[config.mk]
export PLATFORM = sky130hd
export DESIGN_NAME = meas_window_acc
export DESIGN_NICKNAME = d
export VERILOG_FILES = /design/src/rtl/meas_window_acc_pkg.sv /design/src/rtl/meas_ch_acc.sv /design/src/rtl/meas_window_acc.sv
export SDC_FILE = /design/constraint.sdc
export NUM_CORES = 2
export LEC_CHECK = 0
export ABC_AREA = 1
export CAP_MARGIN = 15
export CORE_AREA = 2 2 361 327
export CTS_CLUSTER_SIZE = 8
export DETAILED_ROUTE_END_ITERATION = 10
export DIE_AREA = 0 0 363 329
export DONT_BUFFER_PORTS = 1
export PLACE_DENSITY = 0.74
export SYNTH_ARGS = -nofsm -noshare
export SYNTH_HDL_FRONTEND = slang
export SYNTH_SLANG_ARGS = --single-unit
[constraint.sdc]
create_clock -name clk -period 19.2 [get_ports clk]
set_input_delay 0.96 -clock clk [delete_from_list [all_inputs] [get_ports clk]]
set_output_delay 0.96 -clock clk [all_outputs]
set_load 0.03 [all_outputs]
[src/rtl/meas_window_acc_pkg.sv]
// Shared definitions for the windowed measurement accumulator.
//   state_e  : control FSM state encoding (idle / accumulating / result load)
//   sat_max  : largest positive value of a signed two's-complement word,
//              used to saturate |x| and x^2 when x is the most negative code
package meas_window_acc_pkg;

    typedef enum logic [1:0] {
        StIdle = 2'd0,
        StAcc  = 2'd1,
        StDone = 2'd2
    } state_e;

    function automatic logic [31:0] sat_max(input int unsigned width);
        return (32'd1 << (width - 1)) - 32'd1;
    endfunction

endpackage

[src/rtl/meas_ch_acc.sv]
// One channel of the windowed measurement datapath: saturated |dec_var|,
// dec_var^2 and err^2 terms, their window accumulators and the result
// registers that hold the window means.
// Optional feature macro: MEAS_PEAK_ERR_EN adds a running max |err| and
// output peak_err.
// Ports:
//   clk, reset      : clock, synchronous active-high reset
//   clr             : discard accumulated sums (new window)
//   add             : fold the current sample into the sums
//   load            : copy sums >> LOG2_WIN into the result registers
//   dec_var, err    : signed 1sX sample inputs for this channel
//   mean_abs        : mean |dec_var| of the last completed window
//   avg_pow         : mean dec_var^2 of the last completed window
//   acc_sq_err      : mean err^2 of the last completed window
//   peak_err        : max |err| of the last completed window (macro only)
module meas_ch_acc
    import meas_window_acc_pkg::*;
#(
    parameter int unsigned DATA_W   = 18,
    parameter int unsigned LOG2_WIN = 10
) (
    input  logic                     clk,
    input  logic                     reset,
    input  logic                     clr,
    input  logic                     add,
    input  logic                     load,
    input  logic signed [DATA_W-1:0] dec_var,
    input  logic signed [DATA_W-1:0] err,
    output logic [DATA_W-1:0]        mean_abs,
    output logic [DATA_W-1:0]        avg_pow,
    output logic [DATA_W-1:0]        acc_sq_err
`ifdef MEAS_PEAK_ERR_EN
    ,
    output logic [DATA_W-1:0]        peak_err
`endif
);

    // Every term fits in DATA_W-1 bits, so N terms fit in DATA_W-1+LOG2_WIN bits.
    localparam int unsigned      AccW   = DATA_W - 1 + LOG2_WIN;
    localparam logic [DATA_W-1:0] SatMax = DATA_W'(sat_max(DATA_W));
    localparam logic [DATA_W-1:0] MinVal = {1'b1, {(DATA_W - 1){1'b0}}};

    function automatic logic [DATA_W-2:0] abs_sat(input logic signed [DATA_W-1:0] x);
        logic [DATA_W-1:0] mag;
        if (x == MinVal) begin
            mag = SatMax;
        end else if (x[DATA_W-1]) begin
            mag = -x;
        end else begin
            mag = x;
        end
        return mag[DATA_W-2:0];
    endfunction

    // Square in 1sX format; only the most negative input can reach bit DATA_W-1.
    function automatic logic [DATA_W-2:0] sq_sat(input logic signed [DATA_W-1:0] x);
        logic signed [2*DATA_W-1:0] prod;
        logic [DATA_W-1:0]          sq;
        prod = x * x;
        sq   = prod[2*DATA_W-2 -: DATA_W];
        if (x == MinVal) begin
            sq = SatMax;
        end
        return sq[DATA_W-2:0];
    endfunction

    function automatic logic [AccW-1:0] ext(input logic [DATA_W-2:0] v);
        return {{LOG2_WIN{1'b0}}, v};
    endfunction

    logic [DATA_W-2:0] abs_dec, sq_dec, sq_err;
    logic [AccW-1:0]   acc_abs_q, acc_abs_d;
    logic [AccW-1:0]   acc_pow_q, acc_pow_d;
    logic [AccW-1:0]   acc_err_q, acc_err_d;

    assign abs_dec = abs_sat(dec_var);
    assign sq_dec  = sq_sat(dec_var);
    assign sq_err  = sq_sat(err);

    always_comb begin
        acc_abs_d = clr ? '0 : acc_abs_q;
        acc_pow_d = clr ? '0 : acc_pow_q;
        acc_err_d = clr ? '0 : acc_err_q;
        if (add) begin
            acc_abs_d = acc_abs_d + ext(abs_dec);
            acc_pow_d = acc_pow_d + ext(sq_dec);
            acc_err_d = acc_err_d + ext(sq_err);
        end
    end

    always_ff @(posedge clk) begin
        if (reset) begin
            acc_abs_q  <= '0;
            acc_pow_q  <= '0;
            acc_err_q  <= '0;
            mean_abs   <= '0;
            avg_pow    <= '0;
            acc_sq_err <= '0;
        end else begin
            acc_abs_q <= acc_abs_d;
            acc_pow_q <= acc_pow_d;
            acc_err_q <= acc_err_d;
            if (load) begin
                mean_abs   <= {1'b0, acc_abs_q[AccW-1:LOG2_WIN]};
                avg_pow    <= {1'b0, acc_pow_q[AccW-1:LOG2_WIN]};
                acc_sq_err <= {1'b0, acc_err_q[AccW-1:LOG2_WIN]};
            end
        end
    end

`ifdef MEAS_PEAK_ERR_EN
    logic [DATA_W-2:0] abs_err;
    logic [DATA_W-2:0] pk_q, pk_d;

    assign abs_err = abs_sat(err);

    always_comb begin
        pk_d = clr ? '0 : pk_q;
        if (add && (abs_err > pk_d)) begin
            pk_d = abs_err;
        end
    end

    always_ff @(posedge clk) begin
        if (reset) begin
            pk_q     <= '0;
            peak_err <= '0;
        end else begin
            pk_q <= pk_d;
            if (load) begin
                peak_err <= {1'b0, pk_q};
            end
        end
    end
`endif

endmodule

[src/rtl/meas_window_acc.sv]
// Windowed measurement accumulator: over windows of N = 2^LOG2_WIN symbols it
// reports per-channel mean |dec_var|, mean dec_var^2 and mean err^2.
// One shared FSM/counter drives NUM_CH meas_ch_acc datapath slices.
// Optional feature macro: MEAS_PEAK_ERR_EN adds output peak_err (max |err|).
// Ports:
//   clk, reset      : clock, synchronous active-high reset
//   clk_en          : symbol-rate sample enable
//   start, abort    : begin / stop a window
//   mode_cont       : restart windows back-to-back
//   dec_var, err    : packed signed samples, channel 0 in the LSBs
//   mean_abs, avg_pow, acc_sq_err : packed per-channel window results
//   busy            : FSM not idle
//   done            : one-cycle pulse, coincident with new results
//   peak_err        : packed per-channel max |err| (macro only)
module meas_window_acc
    import meas_window_acc_pkg::*;
#(
    parameter int unsigned NUM_CH   = 2,
    parameter int unsigned DATA_W   = 18,
    parameter int unsigned LOG2_WIN = 10
) (
    input  logic                     clk,
    input  logic                     reset,
    input  logic                     clk_en,
    input  logic                     start,
    input  logic                     abort,
    input  logic                     mode_cont,
    input  logic [NUM_CH*DATA_W-1:0] dec_var,
    input  logic [NUM_CH*DATA_W-1:0] err,
    output logic [NUM_CH*DATA_W-1:0] mean_abs,
    output logic [NUM_CH*DATA_W-1:0] avg_pow,
    output logic [NUM_CH*DATA_W-1:0] acc_sq_err,
    output logic                     busy,
    output logic                     done
`ifdef MEAS_PEAK_ERR_EN
    ,
    output logic [NUM_CH*DATA_W-1:0] peak_err
`endif
);

    state_e              state_q, state_d;
    logic [LOG2_WIN-1:0] cnt_q, cnt_d;
    logic                clr, add, load;
    logic                done_q;
    logic                last;

    // Count wraps to zero on the N-th sample, so all-ones marks the final one.
    assign last = (cnt_q == {LOG2_WIN{1'b1}});
    assign done = done_q;

    always_ff @(posedge clk) begin
        if (reset) begin
            state_q <= StIdle;
            cnt_q   <= '0;
            done_q  <= 1'b0;
        end else begin
            state_q <= state_d;
            cnt_q   <= cnt_d;
            done_q  <= load;
        end
    end

    always_comb begin
        state_d = state_q;
        unique case (state_q)
            StIdle: begin
                if (start && !abort) state_d = StAcc;
            end
            StAcc: begin
                if (abort) begin
                    state_d = StIdle;
                end else if (clk_en && last) begin
                    state_d = StDone;
                end
            end
            StDone: begin
                if (abort) begin
                    state_d = StIdle;
                end else if (mode_cont) begin
                    state_d = StAcc;
                end else begin
                    state_d = StIdle;
                end
            end
            default: state_d = StIdle;
        endcase
    end

    always_comb begin
        clr   = 1'b0;
        add   = 1'b0;
        load  = 1'b0;
        cnt_d = cnt_q;
        busy  = (state_q != StIdle);
        unique case (state_q)
            StIdle: begin
                if (start && !abort) begin
                    clr   = 1'b1;
                    cnt_d = '0;
                end
            end
            StAcc: begin
                if (!abort && clk_en) begin
                    add   = 1'b1;
                    cnt_d = cnt_q + LOG2_WIN'(1);
                end
            end
            StDone: begin
                if (!abort) begin
                    load = 1'b1;
                    // Back-to-back: a sample arriving during DONE opens the next window.
                    if (mode_cont) begin
                        clr   = 1'b1;
                        add   = clk_en;
                        cnt_d = LOG2_WIN'(clk_en);
                    end
                end
            end
            default: ;
        endcase
    end

    for (genvar c = 0; c < NUM_CH; c++) begin : g_ch
        meas_ch_acc #(
            .DATA_W   (DATA_W),
            .LOG2_WIN (LOG2_WIN)
        ) u_ch (
            .clk        (clk),
            .reset      (reset),
            .clr        (clr),
            .add        (add),
            .load       (load),
            .dec_var    (dec_var[c*DATA_W +: DATA_W]),
            .err        (err[c*DATA_W +: DATA_W]),
            .mean_abs   (mean_abs[c*DATA_W +: DATA_W]),
            .avg_pow    (avg_pow[c*DATA_W +: DATA_W]),
            .acc_sq_err (acc_sq_err[c*DATA_W +: DATA_W])
`ifdef MEAS_PEAK_ERR_EN
            ,
            .peak_err   (peak_err[c*DATA_W +: DATA_W])
`endif
        );
    end

endmodule

Word level (Yosys, flattened, before mapping). Index checks and enable logic that the tools add are counted.

Bits of input ports: 78. Bits in registers: 277. Word-level logic and storage cells: 90.

Reduce and logical (&&, ||, !) cells: 9. Eq/ne operators: 12. Add/sub/neg operators: 9. Multiply operators: 4. Muxes and demuxes: 41.

Operator list (number): 27-bit two-way mux (12); 27-bit by 17-bit adder with 27-bit output (6); 18-bit by 18-bit multiplier with 34-bit output (4); 17-bit two-way mux (8); 18-bit == test, second input constant (4); 10-bit two-way mux (4); 17-bit negation (2); 10-bit case mux with 3 select lines (1); 10-bit by 1-bit adder with 10-bit output, second input constant (1); 10-bit == test, second input constant (1); 1-bit two-way mux (10); 2-bit != test, second input constant (4); 2-bit two-way mux (3); 2-bit case mux with 3 select lines (1); 5-bit AND reduction (1); 1-bit case mux with 2 select lines (2); 1-bit logical AND (3); 3-bit != test, second input constant (1); 3-bit nonzero test (1); 2-bit by 1-bit == test with 1-bit output, second input constant (1); 2-bit == test, second input constant (1); 2-bit zero test (1); 2-bit AND reduction (1); 2-bit nonzero test (1); 1-bit zero test (1).

Logic depth before layout (Yosys ltp).
Depth in word-level cells: 7. Depth in mapped cells: 40.

By module. A second synthesis with hierarchy kept.

Cells, all modules: 8761. Area, all modules: 63709.9 µm².

By module, submodules not included: meas_ch_acc at g_ch[0].u_ch (times used 1, area each 31405.1 µm², seq. area each 2642.5 µm², cells an instance 4326); meas_ch_acc at g_ch[1].u_ch (times used 1, area each 31405.1 µm², seq. area each 2642.5 µm², cells an instance 4292); meas_window_acc (times used 1, area each 899.6 µm², seq. area each 260.2 µm², cells an instance 143).

Least setup slack after synthesis. Ideal clock, no wire load.

Path type: input to register. Start: input err[3]. End: register g_ch[0].u_ch.acc_err_q[24]. Stages: 37. Data arrival time: 7.431 ns. Data required time: 19.136 ns. Setup slack: 11.705 ns. Path buffers: 2. Library setup time: 0.064 ns. Path through: clkbuf_1 > clkbuf_1 > nand2_1 > inv_1 > fa_1 > fa_1 > inv_1 > fa_1 > fa_1 > inv_1 > fa_1 > inv_1 > fa_1 > inv_1 > ha_1 > nand2_1 > nor2_1 > nor3b_1 > nand2_1 > nand2_1 > nand2_1 > nand3_1 > ha_1 > inv_1 > fa_1 > nand3b_1 > nand2_1 > nand2_1 > nand2_1 > nand2_1 > nand2_1 > nand2_1 > nand2_2 > nand3_1 > nand2_1 > inv_1 > nor2_1.

Longest elaborated chain between the ends: 4.

RTL lines: start, declared (line meas_window_acc.sv:29) `input logic [NUM_CH*DATA_W-1:0] err,`; 18-bit by 18-bit multiplier with 34-bit output / 18-bit == test (equally long branches) (line meas_ch_acc.sv:59, meas_ch_acc.sv:61); 17-bit two-way mux * (line meas_ch_acc.sv:61) `if (x == MinVal) begin`; 27-bit by 17-bit adder with 27-bit output * (line meas_ch_acc.sv:87) `acc_err_d = acc_err_d + ext(sq_err);`; 27-bit two-way mux * (line meas_ch_acc.sv:84) `if (add) begin`; end signal, assigned (line meas_ch_acc.sv:102) `acc_err_q <= acc_err_d;`; end, declared (line meas_ch_acc.sv:74) `logic [AccW-1:0] acc_err_q, acc_err_d;`.

Every way passes the cells marked *; elsewhere a longest branch is shown, timed or not. A chain may end at the register's enable or synchronous reset.

Worst setup path after layout.
Start: input err[18]. End: register g_ch[1].u_ch.acc_err_q[26].

Longest elaborated chain between the ends: 4.

RTL lines (line): 18-bit by 18-bit multiplier with 34-bit output / 18-bit == test (equally long branches) (meas_ch_acc.sv:59, meas_ch_acc.sv:61); 17-bit two-way mux * (meas_ch_acc.sv:61); 27-bit by 17-bit adder with 27-bit output * (meas_ch_acc.sv:87); 27-bit two-way mux * (meas_ch_acc.sv:84); end signal, assigned (meas_ch_acc.sv:102); end, declared (meas_ch_acc.sv:74).

Marks and branches as above.

==> results.md <==
* Die width at between 300 and 400 um
* Critical Path Start: err[18]
* Post-Place Worst Slack at 11.06 ns
* Largest net degree at the start of global routing at ~110
* Tmin final at approximately 7.6 ns
* Clock Pin Slew Worst Setup and Hold Paths at 0.05 ns
* Worst Hold Class: reg -> reg
* N_diodes at 0
* FF/Latch Area at between 0.005 and 0.006 sq mm
* Drt total wl at roughly 160000 um
* Rows at between 100 and 150
* Fin nets at ~10000
* Hold Vio Cnt, Final at 0
* Critical Path Most Common Cell: nand2_1
* Syn avg cell area at 7.249 sq um
* DR DRC count at 0
* Synth Area in Compound Gates at 6.691%
* Ys async rst share at 0%
* Hold Path Origin: cnt_q[9]$_SDFFE_PP0P_
* Worst Path Required at 19.66 ns
* Synth top area cells: fa_1, inv_1, nand2_1
* DP HPWL at 131400 um
* CP Data Arrival Time at about 8 ns
* Synth Register Bits at approximately 280
* Post-route clock period utilization at between 30% and 40%
* Max Clk Rate at approximately 130 MHz
* Postcts setup bufs at 0
* Synth unique cells at a little under 50
* Critical Path Start Type: input port
* First-pass GRT wire length at about 270000 um
* Worst skew pair latency at between 0.5 and 0.6 ns
* Vias in the first global route at around 54000
* Clock sink count at 277
* Proportion of synthesized area in mux cells at 0%
* Total congestion overflow at 0
* Routed len/inst at 16.02 um
* Vias per cell at 5.205
* Multi-input logic area at about 0.047 sq mm
* Skew final at ~0.028 ns
* Post-synthesis xor/xnor area fraction at between 1 and 1.5%
* Worst setup margin at 11.58 ns
* Synth Area in Adders at 46.12%
* Via count at around 52000
* Chip Height at ~330 um
* Synthesis Warnings at 0
* Final setup violation count at 0
* Port Buf Inserts at 0
* Initial antenna violation count at 2
* CTS tree: yes
* RR Startpoint: state_q[0]$_SDFFE_PP0P_
* Gpl congestion at between 0.9 and 1
* Critical Path Fanout Max at 19
* CP peak stage delay at ~0.74 ns
* Post-Syn Area at around 0.063 sq mm
* Post-Synth Simple-Gate Area at between 20% and 30%
* Dominant cell type by area after synthesis: fa_1
* Setup TNS Final at 0 ns
* Share of layout cells above drive strength 1 at around 1.4%
* Worst Setup End Kind: flop
* H-Tree Depth at 2
* DRT Pass-1 Iters at 6
* Clk buf depth at 3
* Maximum capacitance violations at 0
* Initial core utilization at a little over half
* Initial DRC count at between 3000 and 4000
* Number of fillers in the final layout at 10990
* Count of pins over their slew limit at 0
* Slew headroom at between 30% and 40%
* Area added between synthesis and finish at 3.082%
* Main synth FF type: dfxtp_1
* Clock Root Buffer: clkbuf_16
* Setup CP Type: in -> reg
* Post-route ant nets at 0
* Synth cell count leaders: inv_1, nand2_1, fa_1
* Unrepaired setup endpoints after global routing: no
* CTS Hold Bufs at 0
* Post-synth EDFFs at 0
* Register area share after synthesis at 8.779%
* CP top delay family: adder cells
* Placeable Area at approximately 0.12 sq mm
* GRT Total Usage at between 20% and 30%
* Total CTS buffers at 40
* Largest family of logic cells by synthesized area: adder cells
* Worst Tran Pin Value at slightly above 1 ns
* WP buf/inv at 6
* Outcome: finished clean
* Cts repair resizes at 0
* Area share of the largest cell type after synthesis at between 30 and 40%
* Die area at approximately 0.12 sq mm
* Slowest-stage cell, CP: fa_1
* Most frequent cell after synthesis: inv_1
* Cells after Synth at just under 9000
* Ports at ~190
path summary, 6_finish.rpt:
kind / to / slack [ns] / depth (start not counted)
worst max-delay path: g_ch[1].u_ch.acc_err_q[26]$_SDFF_PP0_ / 11.58 / 32
worst min-delay path: cnt_q[9]$_SDFFE_PP0P_ / 0.47 / 1
worst max register to register: g_ch[0].u_ch.acc_abs_q[22]$_SDFF_PP0_ / 14.73 / 20
worst min register to register: cnt_q[9]$_SDFFE_PP0P_ / 0.47 / 1
flip-flops by register name, summed over array words and instances (netlist names):
name / cells
g_ch.u_ch.acc_sq_err: 34
state_q: 2
done: 1
g_ch.u_ch.acc_err_q: 54
g_ch.u_ch.mean_abs: 34
g_ch.u_ch.avg_pow: 34
g_ch.u_ch.acc_abs_q: 54
cnt_q: 10
g_ch.u_ch.acc_pow_q: 54
metrics by stage:
step	instance area (sq um)	cells	utilization (%)	hold slack (ns)
final	65110	10020	56.14	0.4656
after global routing	65110	10020	56.14	0.4702
after CTS	65110	10020	56.14	0.4666
after detailed placement	64030	9972	55.21	0.4549
after global placement	64030	9972	55.21	0.4497
after floorplan	63180	8718	-	0.4300
cells by family after synthesis:
kind of cell	after synthesis
buf+inv	2737
other cells	1
flops	277
simple gates	3166
xor+xnor	100
fa+ha+maj	1641
compound gates	791
metal layers:
layer,wire length (um),GRT usage (%)
met1,69990,38.46
met2,74290,45.91
met3,12050,4.134
met4,4147,6.594
met5,0,0
worst register-to-register path, delay by kind of cell (launching register included):
kind	cells	cell delay [ns]
DFF	1	0.38
buffers and inverters	4	1.41
and+or+nand+nor	14	2.15
adders and majority gates	2	0.46
cell usage in the layout, fill, tap and decap left out, types with 3 or more instances in the layout:
master     count
xnor2_1       48
clkbuf_16     42
o211ai_1      14
nor4_1        17
nand3b_1      10
nand2_1     1840
o21bai_1      32
and2_1         3
dfxtp_1      277
a21boi_0       7
nor2_4         4
inv_2          5
nand2_2        6
conb_1         6
nand4_1       62
ha_1         496
nor3b_1        3
nor2_1       699
or2_1          4
nand3_1      405
fa_1        1145
or2_2         17
a21oi_1      395
o21ai_0      281
o21a_1        11
inv_1       2459
a31oi_1        9
a21o_1        34
buf_4         10
nor3_2        11
nor3_1        62
xor2_1        52
o21ai_1        4
clkbuf_1       3
nor2_2        14
area by class of cell:
type | count | area share [%]
Clock buffer | 45 | 1.632
Timing Repair Buffer | 10 | 0.1153
Inverter | 2469 | 14.25
Multi-Input combinational cell | 5704 | 72.55
Sequential cell | 277 | 8.517
Tap cell | 1512 | 2.906
Clock inverter | 1 | 0.02498
Power is left out: the tool's default activity adds up to more than one toggle a clock period on the data nets, which glitch-free logic cannot reach.
